$ cat config.mk
export PLATFORM = sky130hd
export DESIGN_NAME = dmem_access_unit
export DESIGN_NICKNAME = d
export VERILOG_FILES = /design/src/rtl/dmem_access_unit.sv
export SDC_FILE = /design/constraint.sdc
export NUM_CORES = 1
export LEC_CHECK = 0
export ABC_AREA = 0
export BUFFER_PORTS_ARGS = -buffer_cell sky130_fd_sc_hd__clkbuf_2
export CORE_MARGIN = 2
export CORE_UTILIZATION = 45
export DETAILED_ROUTE_END_ITERATION = 6
export HOLD_SLACK_MARGIN = 0.06
export PLACE_DENSITY = 0.85
export SYNTH_ARGS = -nofsm -noshare
export SYNTH_HDL_FRONTEND = slang
export SYNTH_SLANG_ARGS = --single-unit
$ cat constraint.sdc
create_clock -name clk -period 4.64 [get_ports clk]
set_input_delay 0.696 -clock clk [delete_from_list [all_inputs] [get_ports clk]]
set_output_delay 0.696 -clock clk [all_outputs]
set_load 0.01 [all_outputs]
$ cat src/rtl/dmem_access_unit.sv
// MEM-stage data-memory controller: IDLE->WAIT->DONE req/ack transaction, 3+ cycles per aligned op.
// Stalls the pipeline until Ack; misaligned ops are flagged in one cycle with no bus activity.
module dmem_access_unit (
    input  logic        clk,
    input  logic        rst,
    input  logic        MEM_MemRead,
    input  logic        MEM_MemWrite,
    input  logic        MEM_MemByte,
    input  logic        MEM_MemHalf,
    input  logic        MEM_MemSignExt,
    input  logic [31:0] MEM_ALU_Result,
    input  logic [31:0] MEM_ReadData2,
    input  logic        WB_Stall,
    output logic [31:0] MEM_ReadData,
    output logic        MEM_Stall,
    output logic        MEM_AddrErrLoad,
    output logic        MEM_AddrErrStore,
    output logic        DMEM_Req,
    output logic        DMEM_WE,
    output logic [31:0] DMEM_Addr,
    output logic [3:0]  DMEM_BE,
    output logic [31:0] DMEM_WData,
    input  logic        DMEM_Ack,
    input  logic [31:0] DMEM_RData
);

    typedef enum logic [1:0] {IDLE, WAIT, DONE} state_t;

    state_t      state, stateNext;
    logic        memOp, isWord, misalign, issue;
    logic [3:0]  beNext;
    logic [31:0] wdataNext;
    logic [1:0]  laneQ;
    logic        byteQ, halfQ, signExtQ, loadQ;
    logic [7:0]  lane8;
    logic [15:0] half16;
    logic [31:0] loadFmt;

    // Byte takes priority over half if both are ever set.
    always_comb begin
        memOp    = MEM_MemRead | MEM_MemWrite;
        isWord   = !MEM_MemByte && !MEM_MemHalf;
        misalign = (!MEM_MemByte && MEM_MemHalf && MEM_ALU_Result[0]) ||
                   (isWord && (MEM_ALU_Result[1:0] != 2'b00));
        issue    = (state == IDLE) && memOp && !misalign;
    end

    always_comb begin
        beNext    = 4'b1111;
        wdataNext = MEM_ReadData2;
        if (MEM_MemByte) begin
            beNext    = 4'b0001 << MEM_ALU_Result[1:0];
            wdataNext = {4{MEM_ReadData2[7:0]}};
        end else if (MEM_MemHalf) begin
            beNext    = MEM_ALU_Result[1] ? 4'b1100 : 4'b0011;
            wdataNext = {2{MEM_ReadData2[15:0]}};
        end
    end

    // Load formatting uses the lane/size captured at issue, not the live pipeline inputs.
    always_comb begin
        lane8   = DMEM_RData[{laneQ, 3'b000} +: 8];
        half16  = laneQ[1] ? DMEM_RData[31:16] : DMEM_RData[15:0];
        loadFmt = DMEM_RData;
        if (byteQ)
            loadFmt = {{24{signExtQ & lane8[7]}}, lane8};
        else if (halfQ)
            loadFmt = {{16{signExtQ & half16[15]}}, half16};
    end

    always_comb begin
        stateNext        = state;
        MEM_Stall        = 1'b0;
        MEM_AddrErrLoad  = 1'b0;
        MEM_AddrErrStore = 1'b0;
        case (state)
            IDLE: begin
                if (memOp) begin
                    if (misalign) begin
                        MEM_AddrErrLoad  = MEM_MemRead;
                        MEM_AddrErrStore = MEM_MemWrite;
                    end else begin
                        MEM_Stall = 1'b1;
                        stateNext = WAIT;
                    end
                end
            end
            WAIT: begin
                MEM_Stall = 1'b1;
                if (DMEM_Ack)
                    stateNext = DONE;
            end
            DONE: begin
                if (!WB_Stall)
                    stateNext = IDLE;
            end
            default: stateNext = IDLE;
        endcase
    end

    always_ff @(posedge clk or negedge rst) begin
        if (!rst)
            state <= IDLE;
        else
            state <= stateNext;
    end

    always_ff @(posedge clk or negedge rst) begin
        if (!rst) begin
            DMEM_Req     <= 1'b0;
            DMEM_WE      <= 1'b0;
            DMEM_Addr    <= 32'h0;
            DMEM_BE      <= 4'h0;
            DMEM_WData   <= 32'h0;
            MEM_ReadData <= 32'h0;
            laneQ        <= 2'b00;
            byteQ        <= 1'b0;
            halfQ        <= 1'b0;
            signExtQ     <= 1'b0;
            loadQ        <= 1'b0;
        end else if (issue) begin
            DMEM_Req   <= 1'b1;
            DMEM_WE    <= MEM_MemWrite;
            DMEM_Addr  <= {MEM_ALU_Result[31:2], 2'b00};
            DMEM_BE    <= beNext;
            DMEM_WData <= wdataNext;
            laneQ      <= MEM_ALU_Result[1:0];
            byteQ      <= MEM_MemByte;
            halfQ      <= MEM_MemHalf & ~MEM_MemByte;
            signExtQ   <= MEM_MemSignExt;
            loadQ      <= MEM_MemRead;
        end else if (state == WAIT && DMEM_Ack) begin
            DMEM_Req <= 1'b0;
            DMEM_WE  <= 1'b0;
            if (loadQ)
                MEM_ReadData <= loadFmt;
        end
    end

endmodule

==> run summary, run 1 <==
The first detailed-routing pass ran for 4 iterations. The die extent in y is 111.6 µm, and the number of synthesis warnings is 0. In the synthesized netlist the async set-or-reset flop fraction comes to 100.0%. The H-tree generated during clock tree synthesis spans 3 levels. In the final layout, flip-flops and latches occupy 2703 µm². The flow ran to the end, and the final reports show no timing, DRC or antenna violations.

The worst setup path is captured at a primary output. The first global-routing pass estimated 20.38 mm of wire. The nature of the critical path startpoint is an input pin.

Using the TritonRoute via totals, the vias-per-cell ratio works out to 5.410. The total detailed-routing wirelength came out at 12.74 mm. Routability-driven placement finished with a final weighted congestion of 0.8868. The count of nets left with antenna violations once routing finished came out at 0. In this run the static leakage power is 3.261 nW. After layout, the worst path uses 52.85% of the clock period. The worst setup path is of the input pin to primary output kind. At the worst endpoint, the required time is 3940 ps.

Yosys mapped a number of flops with a built-in enable equal to 0. The critical-path cell with the highest stage delay is clkbuf_2. The total setup violations reported at the end of the flow came out at 0.

After detailed placement, the total cell area comes to 6309 µm². The floorplan step set the die width to 111.6 µm. Traced cell by cell, the critical path runs through clkbuf_2, nand2b_1, a21oi_2, and3_1, clkbuf_2.

The delay contributed by the slowest stage of the critical path is 250 ps. In this run, post-CTS hold repair placed 0 buffers. Port buffering added 207 buffers.

The later pin in the worst-skew pair is clocked with a latency of 340 ps. After synthesis, the netlist uses 35 different library cells. In this run, synthesis produced a sequential element count of 108. The logs give 0 for the initial antenna violation count and 210 for the number of top-level design ports.

Detailed placement finished with a half-perimeter wire length of 9.566 mm. The end-of-flow core utilization came out at 58.24%. The tool flagged a number of max-cap violations equal to 0. The count of final max-slew check failures was 0. On the critical path the largest part of the delay comes from simple AND/OR/NAND/NOR gates.

Clock tree synthesis selected as its root buffer the cell clkbuf_16. Counting both buffers and inverters, the worst setup path holds a total of 2. After clock tree synthesis, the clock-pin slew on the worst setup and hold paths is 70 ps. The run gives 12,460 µm² as the area of the die. TritonCTS built the clock tree. In the final routed layout, each cell accounts on average for 16.92 µm. In this run the worst path has a maximum fanout of 12.

The post-synth design cell area was 5212 µm². Area growth from synthesis to layout: 27.03%. The starting DRC count in detailed routing is 323, and the hold violation count in the final report is 0. The number of antenna cells inserted is 0.

The floorplan core area is 11,370 µm², and the total via count after detailed routing is 4,074. Entering global routing, the biggest net connects 57 pins. In the synthesized netlist, the number of instances is 412.

The shortest clock period the worst path allows after layout came out at 2452 ps. For the post-route clock skew, the log shows 5.872 ps. The row count is 39. Setup repair after global routing left no endpoint under its margin. Among all flip-flop cells after synthesis, the most frequent one is dfrtp_1.

The number of buffers added for setup after CTS came out at 0. The commonest non-fill, non-tap cell in the layout is clkbuf_2. The tightest min-delay check is of the input pin to asynchronous set/reset pin type. Summing the sequential cell areas from Yosys gives 51.85% of the chip area. Data arrives at the worst endpoint at 1760 ps.

In the final design database the tool counted 710 nets. Aggregate global-route resource usage: 20.44%. Summed over all failing endpoints, the final setup total negative slack is 0 ps. The power density over the cells is 667.2 nW/µm², and the starting density of the core is 45.85%. The total overflow left after global routing is 0.

For this run, design rule violations remaining after detail routing come to 0. After routing the design area is 6621 µm². The relative max-transition margin came out at 49.23%.

IR analysis of the VDD net gives a maximum drop of 0.3327 mV. The top cell types in the final layout, fill and taps aside, are clkbuf_2 (206), dfrtp_1 (108), mux2_1 (47). The slew at the pin closest to its max-slew limit was 759.7 ps; the via count of the first global-routing pass was 4,129. The average footprint of a synthesized cell is 12.65 µm², and the clock buffer count from CTS is 9. The clock passes through at most 2 buffers. Of the cells placed in the final design, the portion with a size suffix greater than 1 is 46.39%. The most numerous cell on the critical path was clkbuf_2. For the post-CTS resize count, the log shows 0.

Based on the critical path, the design can be clocked at up to 407.8 MHz. The number of sinks driven by the clock tree is 108. The run gives 2313 µm² as the multi-input logic area. The tightest hold path in the finished design has a slack of 377.1 ps.

Fill cell instance count of the final layout: 922.
[power by group]
part / internal [W] / switching, W
combinational: 0.000954 / 0.000913
sequential: 0.00142 / 0.000342
clock: 0.000449 / 0.000339
[Yosys cell counts, drive strengths merged (3+ instances only)]
master | instances | share of area [%]
mux2i | 26 | 5.0
nand2b | 18 | 2.2
clkbuf | 6 | 0.43
nand3 | 3 | 0.29
dfrtp | 108 | 52
inv | 10 | 0.72
nand2 | 21 | 1.6
and3 | 4 | 0.48
o211ai | 8 | 1.2
buf | 25 | 2.9
o21ai | 24 | 2.3
o21a | 8 | 1.2
mux2 | 89 | 19
o22a | 16 | 2.7
mux4 | 8 | 3.5
nor2 | 5 | 0.36
a21oi | 18 | 1.8
nor2b | 3 | 0.36
[worst paths after layout]
kind                        startpoint                to  slack (ps)  depth (start not counted)
setup / recovery           MEM_MemHalf  MEM_AddrErrStore        2190                          5
hold / removal                     rst   MEM_ReadData[5]         380                          1
setup reg to reg              laneQ[1]   MEM_ReadData[5]        2320                          4
hold reg to reg               DMEM_Req          DMEM_Req         480                          1
max in group asynchronous          rst      DMEM_Addr[8]        3080                          2
min in group clk              DMEM_Req          DMEM_Req         480                          1
[layout make-up]
cell class              instances  share of cell area (%)
clock buffers                  11                   3.817
clock inverters                 5                  0.9070
inverters                      10                  0.5669
multi-input cells             264                   34.94
flip-flops and latches        108                   40.82
well taps                     143                   2.702
repair buffers                212                   16.25
[worst register-to-register path, delay by kind of cell (launching register included)]
kind / cells / cell delay (ps)
DFF: 1 / 740
muxes: 2 / 660
and+or+nand+nor: 1 / 640
AOI/OAI and AO/OA: 1 / 130
[registers in the layout (all words and copies together), names as in the netlist]
| register | flops |
|---|---|
| DMEM_WData | 32 |
| MEM_ReadData | 32 |
| DMEM_Addr | 30 |
| DMEM_BE | 4 |
| laneQ | 2 |
| state | 2 |
| DMEM_Req | 1 |
| DMEM_WE | 1 |
| byteQ | 1 |
| halfQ | 1 |
| loadQ | 1 |
| signExtQ | 1 |
[layer usage]
| layer | vias up | wire [µm] | track usage (%) |
|---|---|---|---|
| met2 | 179 | 6232 | 34.02 |
| met1 | 2003 | 5177 | 24.96 |
| met3 | 30 | 903 | 5.063 |
| li1 | 1862 | - | - |
| met4 | 0 | 429 | 9.959 |
| met5 | - | 0 | 0 |
[logic make-up after synthesis]
family | Yosys count | share of synthesized area, %
AOI/OAI and AO/OA | 80 | 10.30
buffers and inverters | 41 | 4.009
DFF | 108 | 51.85
muxes | 123 | 27.75
other | 1 | 0.07194
and+or+nand+nor | 59 | 6.025
[stage by stage]
step                power [W]  cells  setup WS (ps)
finish               0.004418    753           2188
global route         0.004700    753           2135
detailed placement   0.003670    737           1963
floorplan            0.002927    413           2586
global placement     0.003581    737           2037
CTS                  0.004471    753           2177
Power figures use the tool's default switching activity.
==> run 2, diff against run 1 <==
==> constraint.sdc (replaced) <==
create_clock -name clk -period 2.5 [get_ports clk]
set_input_delay 0.375 -clock clk [delete_from_list [all_inputs] [get_ports clk]]
set_output_delay 0.375 -clock clk [all_outputs]
set_load 0.01 [all_outputs]
==> run summary, run 2 (same netlist as run 1, synthesis figures left out) <==
The flow ran to the end, and the final reports show no timing, DRC or antenna violations. The logs give 0 (unchanged) for the total setup violations reported at the end of the flow and 53.44% (+4.2 points) for the relative max-transition margin. The share of final-layout standard cells stronger than drive strength 1 works out to 46.94% (+0.54 points). The slew at the pin closest to its max-slew limit was 693.2 ps (-66.53 ps); the multi-input logic area was 2313 µm² (unchanged).

H-tree depth: 3 (unchanged). The logs give 11,370 µm² (unchanged) for the floorplan core area and 53 (-7.0%) for the largest net degree at the start of global routing. The worst setup path is captured at a register. The maximum fanout along the worst path is 16 (+4), and the final weighted congestion of routability-driven global placement is 0.9218 (+3.9%). The total chip power was 0.008258 W (+87%). The run gives 2730 ps (-1210 ps) as the required time of the critical path. The switching power share of the total is 36.33% (+0.25 points). The die extent in y was 111.6 µm (unchanged); the number of search-and-repair iterations in the first detailed-routing pass was 4 (unchanged). In this run the clock root is driven by a clkbuf_16. The power density over the cells came out at 1230 nW/µm² (+84%). The aggregate global-route resource usage is 21.15% (+0.71 points). The via count normalized by instance count came out at 5.414 (about the same). The tools report the initial antenna violation count as 0 (unchanged).

The largest registers in the layout are DMEM_WData x32, MEM_ReadData x32, DMEM_Addr x30. The area of the die was 12,460 µm² (unchanged); the sum of negative setup slack was 0 ps (unchanged). Internal power consumption: 0.005258 W (+86%). The register clock-pin slew on the reported worst setup and hold paths is 70 ps (about the same), and the number of maximum-capacitance constraint violations is 0 (unchanged). The global route total overflow is 0 (unchanged). The run gives 4,301 (+4.2%) as the via count of the first global-routing pass. The post-placement setup slack was 399.3 ps (-1564 ps); the share of total power in sequential cells was 39.5% (-0.4 points). Total placed instance area: 6414 µm² (+1.7%). The worst hold path was traced through 2 stages. The combinational cell fraction of total power came out at 43.2% (+0.9 points). The area growth from synthesis to layout works out to 28.85%.

The worst min-delay path class was input pin to register. The period utilization came out at 82.68%. The tools report the post-CTS resize count as 0 (unchanged).

STA classifies the critical path startpoint as a register. The tools report the number of nets with antenna violations after routing as 0 (unchanged). The switching power of the nets came out at 0.003001 W (+88%). Timing would allow up to 483.8 MHz. The run gives 6716 µm² (+1.4%) as the cell area after layout. The row count was 39 (unchanged); the mean routed wirelength per cell was 17.41 µm (+2.9%). The first-pass GRT wire length is 21.14 mm (+3.7%). Hold slack: 238.4 ps (-138.7 ps). The number of cells on the worst reg-to-reg path works out to 4 (unchanged). The tools report the post-layout net count as 720 (+1.4%). In the layout the commonest cells are clkbuf_2 (206), dfrtp_1 (108), mux2_1 (47). Number of top-level design ports: 210 (unchanged).

The register area came out at 2703 µm² (unchanged). By startpoint and endpoint, the worst setup path is classified as register to register. The shortest clock period the worst path allows after layout was 2067 ps; the starting DRC count in detailed routing was 271 (-16%). The port buffer count works out to 207 (unchanged).

The leakage power figure is 3.308 nW (+1.4%). The final worst setup slack was 433.1 ps (-1755 ps). The logs give 108 (unchanged) for the number of sinks driven by the clock tree and 45.85% (unchanged) for the starting density of the core.

The tools report the total detailed-routing wirelength as 13.28 mm (+4.2%). The count of final max-slew check failures was 0 (unchanged). The maximum clock path buffer count came out at 2 (unchanged).

The tools report the HPWL after detailed placement as 10.08 mm (+5.3%). The fraction of power consumed by the clock network came out at 17.3% (-0.5 points). The hold violation count in the final report was 0 (unchanged). Residual DRC count: 0 (unchanged).

TritonCTS built the clock tree. The worst-skew pair later-pin latency was 350 ps (about the same). The clock buffer count from CTS was 9 (unchanged); the post-route clock skew was 7.610 ps (+1.738 ps).

Fill cell instance count of the final layout: 916 (-0.65%). The run gives 0.7053 mV (+110%) as the maximum ir drop on the vdd rail. The total via count after detailed routing is 4,131 (+1.4%). The overall die width was 111.6 µm (unchanged); the number of antenna cells inserted was 0 (unchanged).

Leaving out fill and tap cells, the most frequent cell in the layout is clkbuf_2. The critical path arrival is 2300 ps (+540 ps). Setup repair after global routing left no endpoint under its margin.
run 2: changes by cell type in the layout (fill, tap and decap cells not counted):
cell           delta
buf_12            +3
buf_4             +6
clkbuf_1          +1
clkbuf_8          -2
clkinv_2          +1
clkinv_4          -2
clkinvlp_4        +1
dlygate4sd3_1     +1
inv_6             +1
run 2: area by class of cell:
type                            count  share of cell area, %
Sequential cell                   108                  40.24
Multi-Input combinational cell    264                  34.44
Timing Repair Buffer              222                  17.73
Clock buffer                       10                  3.409
Tap cell                          143                  2.664
Clock inverter                      6                 0.9501
Inverter                           10                 0.5589
run 2: layer usage:
metal | GRT usage [%] | share of wire (%) | vias to the layer above
met4 | 7.490 | 2.0 | 0
li1 | - | - | 1881
met3 | 5.607 | 7.5 | 23
met5 | 0 | 0 | -
met2 | 37.05 | 51 | 179
met1 | 25.15 | 40 | 2048
run 2: critical path, cell delays in order, from the launching register on:
cell and delay, ps:
dfrtp_1 710, mux2i_1 360, a2bb2oi_4 340, nand2_2 280, o22a_1 270
run 2: power groups by stage:
stage	Combinational (W)	Clock [W]	Sequential [W]
after floorplan	0.00195	0	0.00348
after global placement	0.00349	0	0.00323
after detailed placement	0.00360	0	0.00329
after CTS	0.00361	0.00145	0.00327
after global routing	0.00385	0.00152	0.00338
final	0.00357	0.00143	0.00326
run 2: final timing paths:
check                           slack, ps          endpoint         startpoint
worst min register to register        490     DMEM_Addr[26]      DMEM_Addr[26]
min in group asynchronous             520  MEM_ReadData[11]                rst
worst max-delay path                  430  MEM_ReadData[28]           laneQ[1]
worst max register to register        430  MEM_ReadData[28]           laneQ[1]
max in group asynchronous            1290     DMEM_Addr[11]                rst
worst min-delay path                  240      DMEM_Addr[8]  MEM_ALU_Result[8]
run 2: timing repair:
item	in CTS	in global routing
setup buffers	0	0
endpoints found under the hold margin	31	0
hold buffers	1	0
run 2: per-stage QoR:
| step | util (%) | cells |
|---|---|---|
| after floorplan | - | 413 |
| final | 59.07 | 763 |
| after CTS | 59.07 | 763 |
| after global placement | 56.41 | 746 |
| after detailed placement | 56.41 | 746 |
| after global routing | 59.07 | 763 |
